[config.mk]
export PLATFORM = sky130hd
export DESIGN_NAME = bram_block_scanner
export DESIGN_NICKNAME = d
export VERILOG_FILES = /design/src/rtl/bram_block_scanner.sv
export SDC_FILE = /design/constraint.sdc
export NUM_CORES = 1
export LEC_CHECK = 0
export ABC_AREA = 0
export BUFFER_PORTS_ARGS = -buffer_cell sky130_fd_sc_hd__buf_2
export CORE_UTILIZATION = 59
export DETAILED_ROUTE_END_ITERATION = 10
export PLACE_DENSITY = 0.93
export SYNTH_ARGS = -nofsm -noshare
export SYNTH_HDL_FRONTEND = slang
export SYNTH_SLANG_ARGS = --single-unit
[constraint.sdc]
create_clock -name clk -period 8.2 [get_ports clk]
set_input_delay 0 -clock clk [delete_from_list [all_inputs] [get_ports clk]]
set_output_delay 0 -clock clk [all_outputs]
set_load 0.03 [all_outputs]
[src/rtl/bram_block_scanner.sv]
// Streams a block of signed samples from BRAM port A and reduces them to sum/min/max/count.
// Optional BRAM_SCAN_CLEAR_EN: zero each scanned word through port B right after it is read.
module bram_block_scanner #(
    parameter int ADDR_W = 10,
    parameter int DATA_W = 8,
    parameter int ACC_W  = 18
) (
    input  logic              clk,
    input  logic              rst,
    input  logic              start,
    input  logic [ADDR_W-1:0] base_addr,
    input  logic [ADDR_W:0]   length,
    output logic              busy,
    output logic              done,
    output logic [ADDR_W-1:0] rd_addr,
    input  logic [DATA_W-1:0] rd_data,
    output logic [ADDR_W-1:0] clr_addr,
    output logic              clr_we,
    output logic [DATA_W-1:0] clr_data,
    output logic [ACC_W-1:0]  sum,
    output logic [DATA_W-1:0] min_val,
    output logic [DATA_W-1:0] max_val,
    output logic [ADDR_W:0]   count
);

    // state | meaning
    // IDLE  | waiting for start, results held
    // ISSUE | one read address per cycle, base..base+L-1
    // DRAIN | last read in flight, final sample captured at end of cycle
    // DONE  | done pulse, results valid
    typedef enum logic [1:0] {IDLE, ISSUE, DRAIN, DONE} state_t;

    localparam logic [ADDR_W:0]   LEN_ONE  = 1;
    localparam logic [ADDR_W-1:0] ADDR_ONE = 1;

    state_t            state;
    logic [ADDR_W-1:0] issue_left;
    logic              issue_q;
    logic [ADDR_W:0]   len_m1;
    logic [ACC_W-1:0]  sample_ext;

    assign len_m1     = length - LEN_ONE;
    assign sample_ext = {{(ACC_W-DATA_W){rd_data[DATA_W-1]}}, rd_data};
    assign clr_data   = '0;

    always_ff @(posedge clk) begin
        if (!rst) begin
            state      <= IDLE;
            busy       <= 1'b0;
            done       <= 1'b0;
            rd_addr    <= '0;
            issue_left <= '0;
            issue_q    <= 1'b0;
            sum        <= '0;
            min_val    <= '0;
            max_val    <= '0;
            count      <= '0;
        end else begin
            done    <= 1'b0;
            issue_q <= 1'b0;

            // issue_q marks the cycle in which rd_data holds a requested sample
            if (issue_q) begin
                sum   <= sum + sample_ext;
                count <= count + LEN_ONE;
                if (count == '0) begin
                    min_val <= rd_data;
                    max_val <= rd_data;
                end else begin
                    if ($signed(rd_data) < $signed(min_val)) min_val <= rd_data;
                    if ($signed(rd_data) > $signed(max_val)) max_val <= rd_data;
                end
            end

            case (state)
                IDLE: begin
                    if (start) begin
                        busy    <= 1'b1;
                        sum     <= '0;
                        min_val <= '0;
                        max_val <= '0;
                        count   <= '0;
                        if (length == '0) begin
                            state <= DONE;
                            done  <= 1'b1;
                        end else begin
                            state      <= ISSUE;
                            rd_addr    <= base_addr;
                            issue_left <= len_m1[ADDR_W-1:0];
                        end
                    end
                end
                ISSUE: begin
                    issue_q <= 1'b1;
                    if (issue_left == '0) begin
                        state <= DRAIN;
                    end else begin
                        rd_addr    <= rd_addr + ADDR_ONE;
                        issue_left <= issue_left - ADDR_ONE;
                    end
                end
                DRAIN: begin
                    state <= DONE;
                    done  <= 1'b1;
                end
                DONE: begin
                    busy  <= 1'b0;
                    state <= IDLE;
                end
                default: state <= IDLE;
            endcase
        end
    end

`ifdef BRAM_SCAN_CLEAR_EN
    logic [ADDR_W-1:0] cap_addr;

    // Clear trails the read by one cycle so port A has already captured the word.
    always_ff @(posedge clk) begin
        if (!rst) cap_addr <= '0;
        else      cap_addr <= rd_addr;
    end

    assign clr_we   = issue_q;
    assign clr_addr = cap_addr;
`else
    assign clr_we   = 1'b0;
    assign clr_addr = '0;
`endif

endmodule

==> implementation parameters <==
Parameter                              Value

Status
  Outcome ... completed

Min path
  Number of cells on the worst hold path ... 4
  Launch instance of the worst min-delay path ... length[8]
  Hold endpoint ... issue_left[8]$_SDFFE_PN0P_
  Type of the worst min-delay path ... input port to flip-flop

Layout
  Final antenna diode count ... 0
  Number of standard cells in the layout, taps in and fillers out ... 796
  Number of nets in the finished design ... 762
  Layout overhead on the synthesized area ... 13.9%
  Design area ... 5430 sq um
  Fraction of final layout cells sized beyond drive strength 1 ... 16.4%
  Post-route core utilization ... 69.9%

Clock tree
  TritonCTS Buffers ... 9
  CTS clk-pin slew, worst paths ... 80 ps
  TritonCTS clock tree ... built
  Worst-Skew Late Latency ... 360 ps
  Clk buf depth ... 2
  Clk sink count ... 70
  Clock root cell ... clkbuf_8
  Post-cts gate resize count ... 0
  H-tree depth reported by CTS ... 3

Die
  Placeable core region ... 7770 sq um
  Initial core utilization ... 61.3%
  Row count ... 32
  Die Span Y ... 91.9 um
  Die Span X ... 91.9 um
  IO Count ... 108
  Die footprint ... 8440 sq um

Logic synthesis
  Area contributors post-synth ... dfxtp_1 29%, ha_1 11%, a21oi_1 4.7%, o21ai_0 4.4%, nand2_1 4.1%
  Cell taking the most area after synthesis ... dfxtp_1
  Gate count after technology mapping ... 608
  Share of Yosys cell area claimed by the top area cell type ... 29.4%
  Proportion of register bits with asynchronous set or reset after synthesis ... 0%
  Number of warning messages in the yosys log ... 0
  Mapped Area ... 4760 sq um
  Ranking of synthesized cells by instance count ... 70 x dfxtp_1, 52 x nand2_1, 46 x nor2_1, 45 x a21oi_1, 42 x o21ai_0
  Post-Synthesis Mean Instance Area ... 7.84 sq um
  Sequential area share after synthesis ... 29.4%
  Leading cell type by number of instances after synthesis ... dfxtp_1
  Post-synthesis register bit count ... 70
  EDFF count, synth ... 0
  Cell variety after synth ... 60
  Top_reg_cell synth ... dfxtp_1

Setup path
  Worst reg2reg path startpoint ... max_val[5]$_SDFF_PN0_
  Data required time at the worst endpoint ... 8490 ps
  R2r endpoint ... max_val[6]$_SDFF_PN0_
  Register-to-Register Setup Slack ... 5430 ps
  Critical-path cell list ... inv_1 -> ha_1 -> a21o_1 -> a2111oi_0 -> a221oi_1 -> a21boi_1 -> o21ai_0 -> a21oi_1
  Endpoint type of the worst setup path ... flip-flop
  Biggest cell delay along the critical path ... 690 ps
  Slowest CP cell ... a21boi_1
  Crit path buf inv count ... 1
  Sort of element at the start of the critical path ... flip-flop
  Count of cells along the worst register-to-register path ... 8
  Maximum fanout count along the critical path ... 16
  Cell family with the largest share of critical-path delay ... compound AO/OA/AOI/OAI gates
  Arrival time reported for the critical path endpoint ... 3060 ps
  Class of the most critical setup path ... flip-flop to flip-flop

Placed design
  Placed cell count ... 771
  DP HPWL ... 8390 um
  GP Congestion ... 0.879
  Count of port buffers added during placement ... 88
  Placed cell area ... 5170 sq um

Routing
  Average wire per cell in the routed design ... 14.9 um
  1st-iter DRT viols ... 270
  Via count normalized by instance count ... 5.99
  Met2 Routed Length ... 5850 um
  1st-pass router iterations ... 5
  Total routed wirelength ... 11800 um
  Post-route antenna net violation count ... 0
  Remaining design rule violation count ... 0
  Top Metal Used ... met4
  Wire length on met3 ... 771 um
  Via count ... 4766
  Met1 Routed Length ... 4970 um

GRT
  Sum of overflow across all layers after global routing ... 0
  First-pass GRT wire length ... 20200 um
  Pin count of the biggest net entering global routing ... 50
  Total global routing track utilization ... 29.2%
  Antenna violations before repair ... 0
  Vias in the first global route ... 4526

Timing
  Sum of negative setup slack ... 0 ps
  Hold violation total from the final report ... 0
  Count of pins over their slew limit ... 0
  Number of endpoints failing setup at the final stage ... 0
  Headroom to the max-slew limit ... 15.8%
  RSZ-0062 raised after global routing ... false
  Skew final ... 13.1 ps
  Minimum clock period after layout ... 2770 ps
  Actual transition at the worst max-transition pin ... 1250 ps
  Fmax ... 361 MHz
  Part of the cycle the worst path needs ... 33.8%

Power
  Total power ... 0.00137 W
  Switching power ... 0.000627 W
  Combinational share of power ... 47.6%
  Switching share of power ... 45.9%
  Power per cell area ... 252 nW/um^2
  Internal cell power ... 0.000740 W
  Worst VDD drop ... 0.183 mV
  Part of the total power dissipated in the clock network ... 18.3%
  Leak ... 2.36 nW
  Register share of total power ... 34.1%

Job
  Number of maximum-capacitance constraint violations ... 0
==> layer usage <==
metal,track usage [%],up-vias
li1,-,2326
met1,35.1,2217
met2,50.7,197
met3,6.30,26
met4,11.2,0
met5,0,-
==> worst register-to-register path: cells and delay by family, from the launching register on <==
family | cells | cell delay, ps
adders and majority gates | 1 | 280
buffers and inverters | 1 | 60
AOI/OAI and AO/OA | 6 | 1980
DFF | 1 | 380
==> sequential cells by signal (all words and copies together) (netlist names), 2 cells and up <==
name	cells
count	11
issue_left	10
max_val	8
min_val	8
rd_addr	10
state	2
sum	18
==> worst max-delay path by stage <==
| stage | from | depth (start not counted) | endpoint | slack, ps |
|---|---|---|---|---|
| 2_1_floorplan | state[1]$_SDFFE_PN0P_ | 12 | issue_left[6]$_SDFFE_PN0P_ | 5390 |
| 5_1_grt | max_val[5]$_SDFF_PN0_ | 8 | max_val[5]$_SDFF_PN0_ | 5110 |
| 6_report | max_val[5]$_SDFF_PN0_ | 8 | max_val[6]$_SDFF_PN0_ | 5430 |
| 3_3_place_gp | state[1]$_SDFFE_PN0P_ | 10 | issue_left[9]$_SDFFE_PN0P_ | 5630 |
| 4_1_cts | state[1]$_SDFFE_PN0P_ | 10 | issue_left[9]$_SDFFE_PN0P_ | 5510 |
| 3_5_place_dp | state[1]$_SDFFE_PN0P_ | 11 | issue_left[8]$_SDFFE_PN0P_ | 5550 |
==> power by group through the flow <==
stage	clock (W)	combinational, W	sequential, W
2_1_floorplan	0	0.000443	0.000527
3_3_place_gp	0	0.000612	0.000467
3_5_place_dp	0	0.000637	0.000472
4_1_cts	0.000253	0.000643	0.000464
5_1_grt	0.000268	0.000726	0.000476
6_report	0.000250	0.000651	0.000466
==> what timing repair did <==
item,4_1_cts,5_1_grt
endpoints found under the hold margin,14,0
hold buffers,9,0
buffers inserted,0,0
==> layout make-up <==
type | count | area (sq um)
fillers | 630 | 2340
inverters | 40 | 150
flip-flops and latches | 70 | 1400
clock inverters | 4 | 22.5
clock buffers | 12 | 145
repair buffers | 100 | 553
multi-input cells | 468 | 3030
well taps | 102 | 128
==> layout by cell type, fill, tap and decap left out, types with 14 or more instances in the layout <==
cell / instances
dfxtp_1: 70
nand3_1: 22
o21ai_0: 42
a21oi_1: 45
a21o_1: 14
ha_1: 40
nand2_1: 52
nor2_1: 46
conb_1: 19
nor3_1: 15
inv_1: 40
nand4_1: 15
buf_2: 88
==> kinds of logic after synthesis <==
group,count (synthesis),synth area share (%)
adder cells (fa/ha/maj),41,10.9
multiplexers,9,1.89
XOR/XNOR,14,2.57
buffers and inverters,88,8.48
flip-flops,70,29.4
other,1,0.0787
AO/OA/AOI/OAI,176,23.9
AND/OR/NAND/NOR,209,22.7
==> metrics by stage <==
stage | hold slack (ps) | setup WS, ps
2_1_floorplan | 130 | 5390
3_3_place_gp | 296 | 5630
4_1_cts | 28.2 | 5510
6_report | 40.6 | 5430
5_1_grt | 55.7 | 5110
3_5_place_dp | 308 | 5550
Note: power is estimated with default switching activity, not from simulation.
